## config.mk

```make
export PLATFORM = sky130hd
export DESIGN_NAME = seq_right_shifter
export DESIGN_NICKNAME = d
export VERILOG_FILES = /design/src/rtl/seq_right_shifter.sv
export SDC_FILE = /design/constraint.sdc
export NUM_CORES = 1
export LEC_CHECK = 0
export CAP_MARGIN = 40
export CORE_MARGIN = 5
export CORE_UTILIZATION = 50
export CTS_CLUSTER_DIAMETER = 50
export DETAILED_ROUTE_END_ITERATION = 8
export PLACE_DENSITY = 0.9
export SETUP_SLACK_MARGIN = 0.02
export SLEW_MARGIN = 5
export SYNTH_ARGS = -nofsm -noshare
export SYNTH_HDL_FRONTEND = slang
export SYNTH_SLANG_ARGS = --single-unit
```

## constraint.sdc

```tcl
create_clock -name clk -period 3.14 [get_ports clk]
set_clock_uncertainty 0.2 [all_clocks]
set_input_delay 0.628 -clock clk [delete_from_list [all_inputs] [get_ports clk]]
set_output_delay 0.628 -clock clk [all_outputs]
set_load 0.03 [all_outputs]
```

## src/rtl/seq_right_shifter.sv

```systemverilog
// seq_right_shifter -- multi-cycle SRL/SRA unit with start/busy/done handshake, rev 1.0
// Shifts 1 bit per cycle; define SHIFT_RADIX4_EN to shift 4 bits per cycle while >=4 remain.
`default_nettype none

module seq_right_shifter #(
  parameter int WIDTH   = 32,
  parameter int SHAMT_W = 5
) (
  input  logic               clk,
  input  logic               reset,
  input  logic               start,
  input  logic [WIDTH-1:0]   operand,
  input  logic [SHAMT_W-1:0] shamt,
  input  logic               arith,
  output logic               busy,
  output logic               done,
  output logic [WIDTH-1:0]   result
);

  typedef enum logic [1:0] {
    S_IDLE  = 2'd0,
    S_SHIFT = 2'd1,
    S_DONE  = 2'd2
  } state_t;

  localparam logic [SHAMT_W-1:0] CNT_ONE  = SHAMT_W'(1);
  localparam logic [SHAMT_W-1:0] CNT_ZERO = '0;

  state_t             state;
  logic [WIDTH-1:0]   sr;
  logic [WIDTH-1:0]   sr_next;
  logic [SHAMT_W-1:0] cnt;
  logic [SHAMT_W-1:0] cnt_next;
  logic               fill;

  always_comb begin
    sr_next  = {fill, sr[WIDTH-1:1]};
    cnt_next = cnt - CNT_ONE;
`ifdef SHIFT_RADIX4_EN
    if (cnt >= SHAMT_W'(4)) begin
      sr_next  = {{4{fill}}, sr[WIDTH-1:4]};
      cnt_next = cnt - SHAMT_W'(4);
    end
`else
`endif
  end

  always_ff @(posedge clk) begin
    if (reset) begin
      state  <= S_IDLE;
      busy   <= 1'b0;
      done   <= 1'b0;
      result <= '0;
      sr     <= '0;
      cnt    <= '0;
      fill   <= 1'b0;
    end else begin
      case (state)
        S_IDLE: begin
          done <= 1'b0;
          if (start) begin
            sr   <= operand;
            cnt  <= shamt;
            fill <= arith & operand[WIDTH-1];
            busy <= 1'b1;
            // A zero shift completes immediately with the operand unchanged.
            if (shamt == CNT_ZERO) begin
              result <= operand;
              done   <= 1'b1;
              state  <= S_DONE;
            end else begin
              state  <= S_SHIFT;
            end
          end
        end
        S_SHIFT: begin
          sr  <= sr_next;
          cnt <= cnt_next;
          if (cnt_next == CNT_ZERO) begin
            result <= sr_next;
            done   <= 1'b1;
            state  <= S_DONE;
          end
        end
        S_DONE: begin
          done  <= 1'b0;
          busy  <= 1'b0;
          state <= S_IDLE;
        end
        default: begin
          done  <= 1'b0;
          busy  <= 1'b0;
          state <= S_IDLE;
        end
      endcase
    end
  end

endmodule

`default_nettype wire
```

==> flow_metrics.env, run 1 <==
export IMPL_clock_sinks=73
export IMPL_p_clk_share_pct=29.2
export IMPL_areaGrowthSynthToFinish_pct=30.2
export IMPL_final_cell_mix="73 x dfxtp_1, 73 x clkdlybuf4s50_1, 72 x nor2_1, 35 x a211oi_1, 34 x nor2b_1"
export IMPL_place_congestion=0.897
export IMPL_worst_slew_pin_slew_ns=0.879
export IMPL_arrival_ns=2.86
export IMPL_min_to="done"
export IMPL_worstHoldPathCells=2
export IMPL_fillers=512
export IMPL_cp_required_ns=3.17
export IMPL_post_cts_buffers=0
export IMPL_syn_instance_count=341
export IMPL_port_buffers=74
export IMPL_placed_cell_area_sq_mm=0.00418
export IMPL_finalCriticalPeriod_ns=2.83
export IMPL_setup_tns_ns=0
export IMPL_vias=2629
export IMPL_wl_per_cell_um=14.8
export IMPL_hold_ws_ns=0.293
export IMPL_maxSlewViolCount=0
export IMPL_grt_usage_pct=17.3
export IMPL_ys_types=33
export IMPL_met2_usage_pct=28.8
export IMPL_fin_crit_sh_pct=90.0
export IMPL_hold_viol_final=0
export IMPL_p_sw_share_pct=31.6
export IMPL_rsz0062_at_grt="no"
export IMPL_clock_latency_ns=0.35
export IMPL_netlist_area_sq_mm=0.00339
export IMPL_hp_class="reg2reg"
export IMPL_timing_rr_end="result[8]"
export IMPL_place_hpwl_um=4990
export IMPL_cts_tree="yes"
export IMPL_worst_setup_path_end_kind="flip-flop"
export IMPL_dr_pass1_iters=4
export IMPL_power_frac_seq_pct=40.3
export IMPL_num_io_pins=75
export IMPL_fin_area_sq_mm=0.00441
export IMPL_intPower_mw=1.96
export IMPL_drc=0
export IMPL_drt_initial_drc_count=110
export IMPL_cts_resized=0
export IMPL_rrSetupSlack_ns=0.71
export IMPL_r2r_start="state[1]"
export IMPL_grt_pass1_wl_um=11900
export IMPL_use_met1_pct=21.5
export IMPL_dieArea_sq_mm=0.00852
export IMPL_grt_antenna_before_repair=0
export IMPL_overflow=0
export IMPL_antenna_cells=0
export IMPL_switchingPower_mw=0.906
export IMPL_crit_type="in2reg"
export IMPL_max_slew_margin_pct=41.4
export IMPL_use_met3_pct=4.96
export IMPL_finalSetupViolCount=0
export IMPL_start_util_pct=50.7
export IMPL_cts_max_path_buffers=2
export IMPL_rows=30
export IMPL_grt_max_degree=96
export IMPL_leakagePower_nw=1.93
export IMPL_critPathLaunchType="input port"
export IMPL_comb_power_share_pct=30.5
export IMPL_fmax_ghz=0.354
export IMPL_drive_gt1_share_pct=14.8
export IMPL_rr_worst_depth=5
export IMPL_synth_nets=384
export IMPL_via_per_inst=5.33
export IMPL_status="finished, final reports clean"
export IMPL_die_w_um=92.3
export IMPL_clock_root_buffer="clkbuf_8"
export IMPL_dieHeight_um=92.3
export IMPL_cap_violations=0
export IMPL_peakVddDrop_mv=0.445
export IMPL_ctsHoldBuffers=0
export IMPL_ys_seq_area_share_pct=43.1
export IMPL_ant_nets=0
export IMPL_path_clk_slew_ns=0.07
export IMPL_synth_top_area_share_pct=43.1
export IMPL_power_density_mw_per_mm2=651
export IMPL_coreArea_sq_mm=0.00668
export IMPL_syn_avg_cell_area_sq_um=9.94
export IMPL_path_max_fanout=18
export IMPL_yosysWarnings=0
export IMPL_h_tree_depth=3
export IMPL_grt_busiest_layer="met2"
export IMPL_synth_seq_cells=73
export IMPL_nets=451
export IMPL_synthTopCellsByArea="dfxtp_1 43%, mux2_4 12%, mux2i_1 9.2%"
export IMPL_cts_buffers=9
export IMPL_routed_wl_um=7290
export IMPL_first_global_vias=2573
export IMPL_yosys_area_top_type="dfxtp_1"
export IMPL_hold_path_startpoint="done"
==> cells by family (layout without fill, tap and decap cells) <==
group / count (synthesis) / after routing / synth area share (%)
AND/OR/NAND/NOR: 120 / 120 / 16.9
flip-flops: 73 / 73 / 43.1
multiplexers: 63 / 63 / 22.9
AO/OA/AOI/OAI: 51 / 51 / 10.8
buffers and inverters: 30 / 102 / 5.06
adder cells (fa/ha/maj): 2 / 2 / 0.738
XOR/XNOR: 2 / 2 / 0.517
==> worst max path at each step <==
stage	from	endpoint	slack (ns)	cells after the start
final	shamt[2]	result[8]	0.31	6
after detailed placement	shamt[2]	result[11]	-0.06	6
after floorplan	shamt[2]	result[0]	0.43	6
after global placement	shamt[2]	result[13]	-0.02	6
after CTS	shamt[2]	result[8]	0.33	6
after global routing	shamt[2]	result[8]	0.26	6
==> registers in the layout, indices dropped and copies added (netlist names) <==
name	count
busy	1
cnt	5
done	1
fill	1
result	32
sr	31
state	2
==> final cells by class <==
class / count / area, sq um / share of cell area [%]
Multi-Input combinational cell: 238 / 1770 / 40.0
Sequential cell: 73 / 1460 / 33.1
Timing Repair Buffer: 83 / 843 / 19.1
Clock buffer: 12 / 155 / 3.52
Tap cell: 80 / 100 / 2.27
Clock inverter: 4 / 75.1 / 1.70
Inverter: 3 / 11.3 / 0.255
==> per-layer routing <==
layer	wire length [um]	up-vias
li1	-	1318
met1	3350	1239
met4	72	0
met2	3530	63
met3	344	9
met5	0	-
==> per-stage QoR <==
stage	setup slack, ns	cells	power (mW)	utilization, %
after floorplan	0.431	341	1.80	-
after global placement	-0.0220	477	2.01	62.6
after detailed placement	-0.0573	477	2.05	62.6
after CTS	0.327	493	2.89	66.0
after global routing	0.262	493	3.03	66.0
final	0.314	493	2.87	66.0
==> power groups by stage <==
stage | Clock [mW] | Combinational (mW) | Sequential [mW]
floorplan | 0 | 0.593 | 1.21
global placement | 0 | 0.847 | 1.17
detailed placement | 0 | 0.876 | 1.17
CTS | 0.853 | 0.884 | 1.16
global route | 0.898 | 0.959 | 1.17
finish | 0.838 | 0.877 | 1.16
==> cells in the mapped netlist <==
| cell | count |
|---|---|
| dfxtp_1 | 73 |
| nor2_1 | 73 |
| a211oi_1 | 35 |
| nor2b_1 | 34 |
| mux2i_1 | 31 |
| mux2_4 | 28 |
| clkbuf_1 | 16 |
| a21oi_1 | 7 |
| buf_1 | 5 |
| mux2_2 | 4 |
| buf_12 | 3 |
| inv_1 | 3 |
| nand2b_1 | 3 |
| buf_2 | 2 |
| ha_1 | 2 |
| nand2_1 | 2 |
| nor3_1 | 2 |
| o21ai_0 | 2 |
| or4_1 | 2 |
| a221o_1 | 1 |
| a221oi_1 | 1 |
| a222oi_1 | 1 |
| a31oi_1 | 1 |
| a32oi_1 | 1 |
| buf_6 | 1 |
| nand3_1 | 1 |
| nor3b_1 | 1 |
| nor3b_2 | 1 |
| o22ai_1 | 1 |
| o31ai_1 | 1 |
| or3b_1 | 1 |
| xnor2_1 | 1 |
| xor2_1 | 1 |
==> worst max-delay path: stages <==
cell and delay [ns]:
clkdlybuf4s50_1 0.42, or4_1 0.55, or3b_1 0.38, a221o_2 0.40
buf_12 0.18, mux2_4 0.30
Power figures use the tool's default switching activity.
==> run 2: changes to the inputs <==
CAP_MARGIN = default   (was 40)
PLACE_DENSITY = 0.83   (was 0.9)
SLEW_MARGIN = default   (was 5)
==> run 2 against run 1 <==
Compared with the run above: sequential power about the same; global-route usage about the same; clock-buffer cell count decreased by 3; worst setup slack worse by 0.055 ns; clock power fell by 27%; worst hold slack improved by 0.0068 ns; core utilization fell by 1.3 points; sequential share of layout area up 0.69 points; largest power group unchanged.
==> flow_metrics.env, run 2 (synthesized netlist as in run 1, its figures left out) <==
export IMPL_rows=30
export IMPL_drt_initial_drc_count=75
export IMPL_first_global_vias=2572
export IMPL_ant_nets=0
export IMPL_routed_wl_um=7150
export IMPL_rr_worst_depth=7
export IMPL_grt_antenna_before_repair=0
export IMPL_crit_type="in2reg"
export IMPL_final_cell_mix="73 x dfxtp_1, 73 x clkdlybuf4s50_1, 72 x nor2_1, 35 x a211oi_1, 34 x nor2b_1"
export IMPL_start_util_pct=50.7
export IMPL_overflow=0
export IMPL_cts_max_path_buffers=2
export IMPL_grt_busiest_layer="met2"
export IMPL_coreArea_sq_mm=0.00668
export IMPL_arrival_ns=2.90
export IMPL_worstHoldPathCells=2
export IMPL_post_cts_buffers=0
export IMPL_finalSetupViolCount=0
export IMPL_hold_viol_final=0
export IMPL_finalCriticalPeriod_ns=2.88
export IMPL_rrSetupSlack_ns=0.78
export IMPL_place_congestion=0.873
export IMPL_fmax_ghz=0.347
export IMPL_path_cells="clkdlybuf4s50_1 > or4_1 > or3b_1 > a221o_2 > buf_4 > mux2_4"
export IMPL_peakVddDrop_mv=0.301
export IMPL_drive_gt1_share_pct=14.6
export IMPL_dr_pass1_iters=5
export IMPL_ctsHoldBuffers=0
export IMPL_cts_tree="yes"
export IMPL_met2_usage_pct=28.8
export IMPL_rsz0062_at_grt="no"
export IMPL_cp_required_ns=3.16
export IMPL_grt_max_degree=66
export IMPL_cts_buffers=9
export IMPL_critPathMaxStageDelay_ns=0.54
export IMPL_cap_violations=0
export IMPL_grt_pass1_wl_um=11900
export IMPL_critPathLaunchType="input port"
export IMPL_crit_slowest_cell="or4_1"
export IMPL_dp_cells=476
export IMPL_vias=2565
export IMPL_clock_latency_ns=0.33
export IMPL_dieArea_sq_mm=0.00852
export IMPL_nets=450
export IMPL_clock_sinks=73
export IMPL_areaGrowthSynthToFinish_pct=27.6
export IMPL_fin_area_sq_mm=0.00432
export IMPL_worst_setup_path_end_kind="flip-flop"
export IMPL_reg_largest_list="result: 32 flops, sr: 31 flops, cnt: 5 flops"
export IMPL_use_met1_pct=21.5
export IMPL_power_density_mw_per_mm2=607
export IMPL_worst_slew_pin_slew_ns=0.500
export IMPL_die_w_um=92.3
export IMPL_path_max_fanout=9
export IMPL_cts_resized=0
export IMPL_leakagePower_nw=1.89
export IMPL_path_clk_slew_ns=0.08
export IMPL_largest_reg_flops=32
export IMPL_fin_crit_sh_pct=91.7
export IMPL_maxSlewViolCount=0
export IMPL_use_met3_pct=4.14
export IMPL_max_slew_margin_pct=66.6
export IMPL_hp_class="reg2reg"
export IMPL_via_per_inst=5.22
export IMPL_status="finished, final reports clean"
export IMPL_fin_cells=491
export IMPL_clock_root_buffer="clkbuf_8"
export IMPL_port_buffers=74
export IMPL_dieHeight_um=92.3
export IMPL_drc=0
export IMPL_grt_usage_pct=17.3
export IMPL_hold_ws_ns=0.300
export IMPL_antenna_cells=0
export IMPL_placed_cell_area_sq_mm=0.00416
export IMPL_num_io_pins=75
export IMPL_wl_per_cell_um=14.6
export IMPL_h_tree_depth=3
export IMPL_largest_register="result"
export IMPL_place_hpwl_um=5010
[run 2: cell count changes in the layout (fill, tap and decap cells not counted)]
cell,delta
buf_12,-1
bufinv_16,-2
clkbuf_1,-1
clkbuf_8,-2
clkinv_2,+4
clkinv_4,+1
clkinvlp_4,-1
[run 2: report_power, final]
part | internal (mW) | switching [mW]
sequential | 1.07 | 0.0881
combinational | 0.394 | 0.462
clock | 0.278 | 0.336
[run 2: path summary, 6_finish.rpt]
kind,start,end
setup reg to reg,cnt[0],result[2]
setup / recovery,shamt[2],result[2]
hold reg to reg,busy,busy
hold / removal,busy,busy
[run 2: per-stage QoR]
stage / setup WS (ns) / util [%] / setup TNS, ns / total power [mW]
6_report: 0.259 / 64.7 / 0 / 2.62
5_1_grt: 0.216 / 64.7 / 0 / 2.79
4_1_cts: 0.282 / 64.7 / 0 / 2.64
3_5_place_dp: -0.0785 / 62.3 / -1.96 / 2.03
3_3_place_gp: -0.00784 / 62.3 / -0.0654 / 2.00
2_1_floorplan: 0.431 / - / 0 / 1.80
[run 2: area by class of cell]
cell class | count | area, sq um
well taps | 80 | 100
multi-input cells | 238 | 1770
repair buffers | 82 | 823
flip-flops and latches | 73 | 1460
clock buffers | 9 | 124
fillers | 548 | 2360
clock inverters | 6 | 36.3
inverters | 3 | 11.3
[run 2: metal layers]
metal,routed length (um),vias to the layer above
li1,-,1309
met1,3280,1184
met2,3420,63
met3,359,9
met4,91,0
met5,0,-
[run 2: worst max-delay path: cells and delay by family]
family	cells	cell delay [ns]
buf+inv	2	0.64
mux	1	0.30
simple gates	2	0.93
compound gates	1	0.38
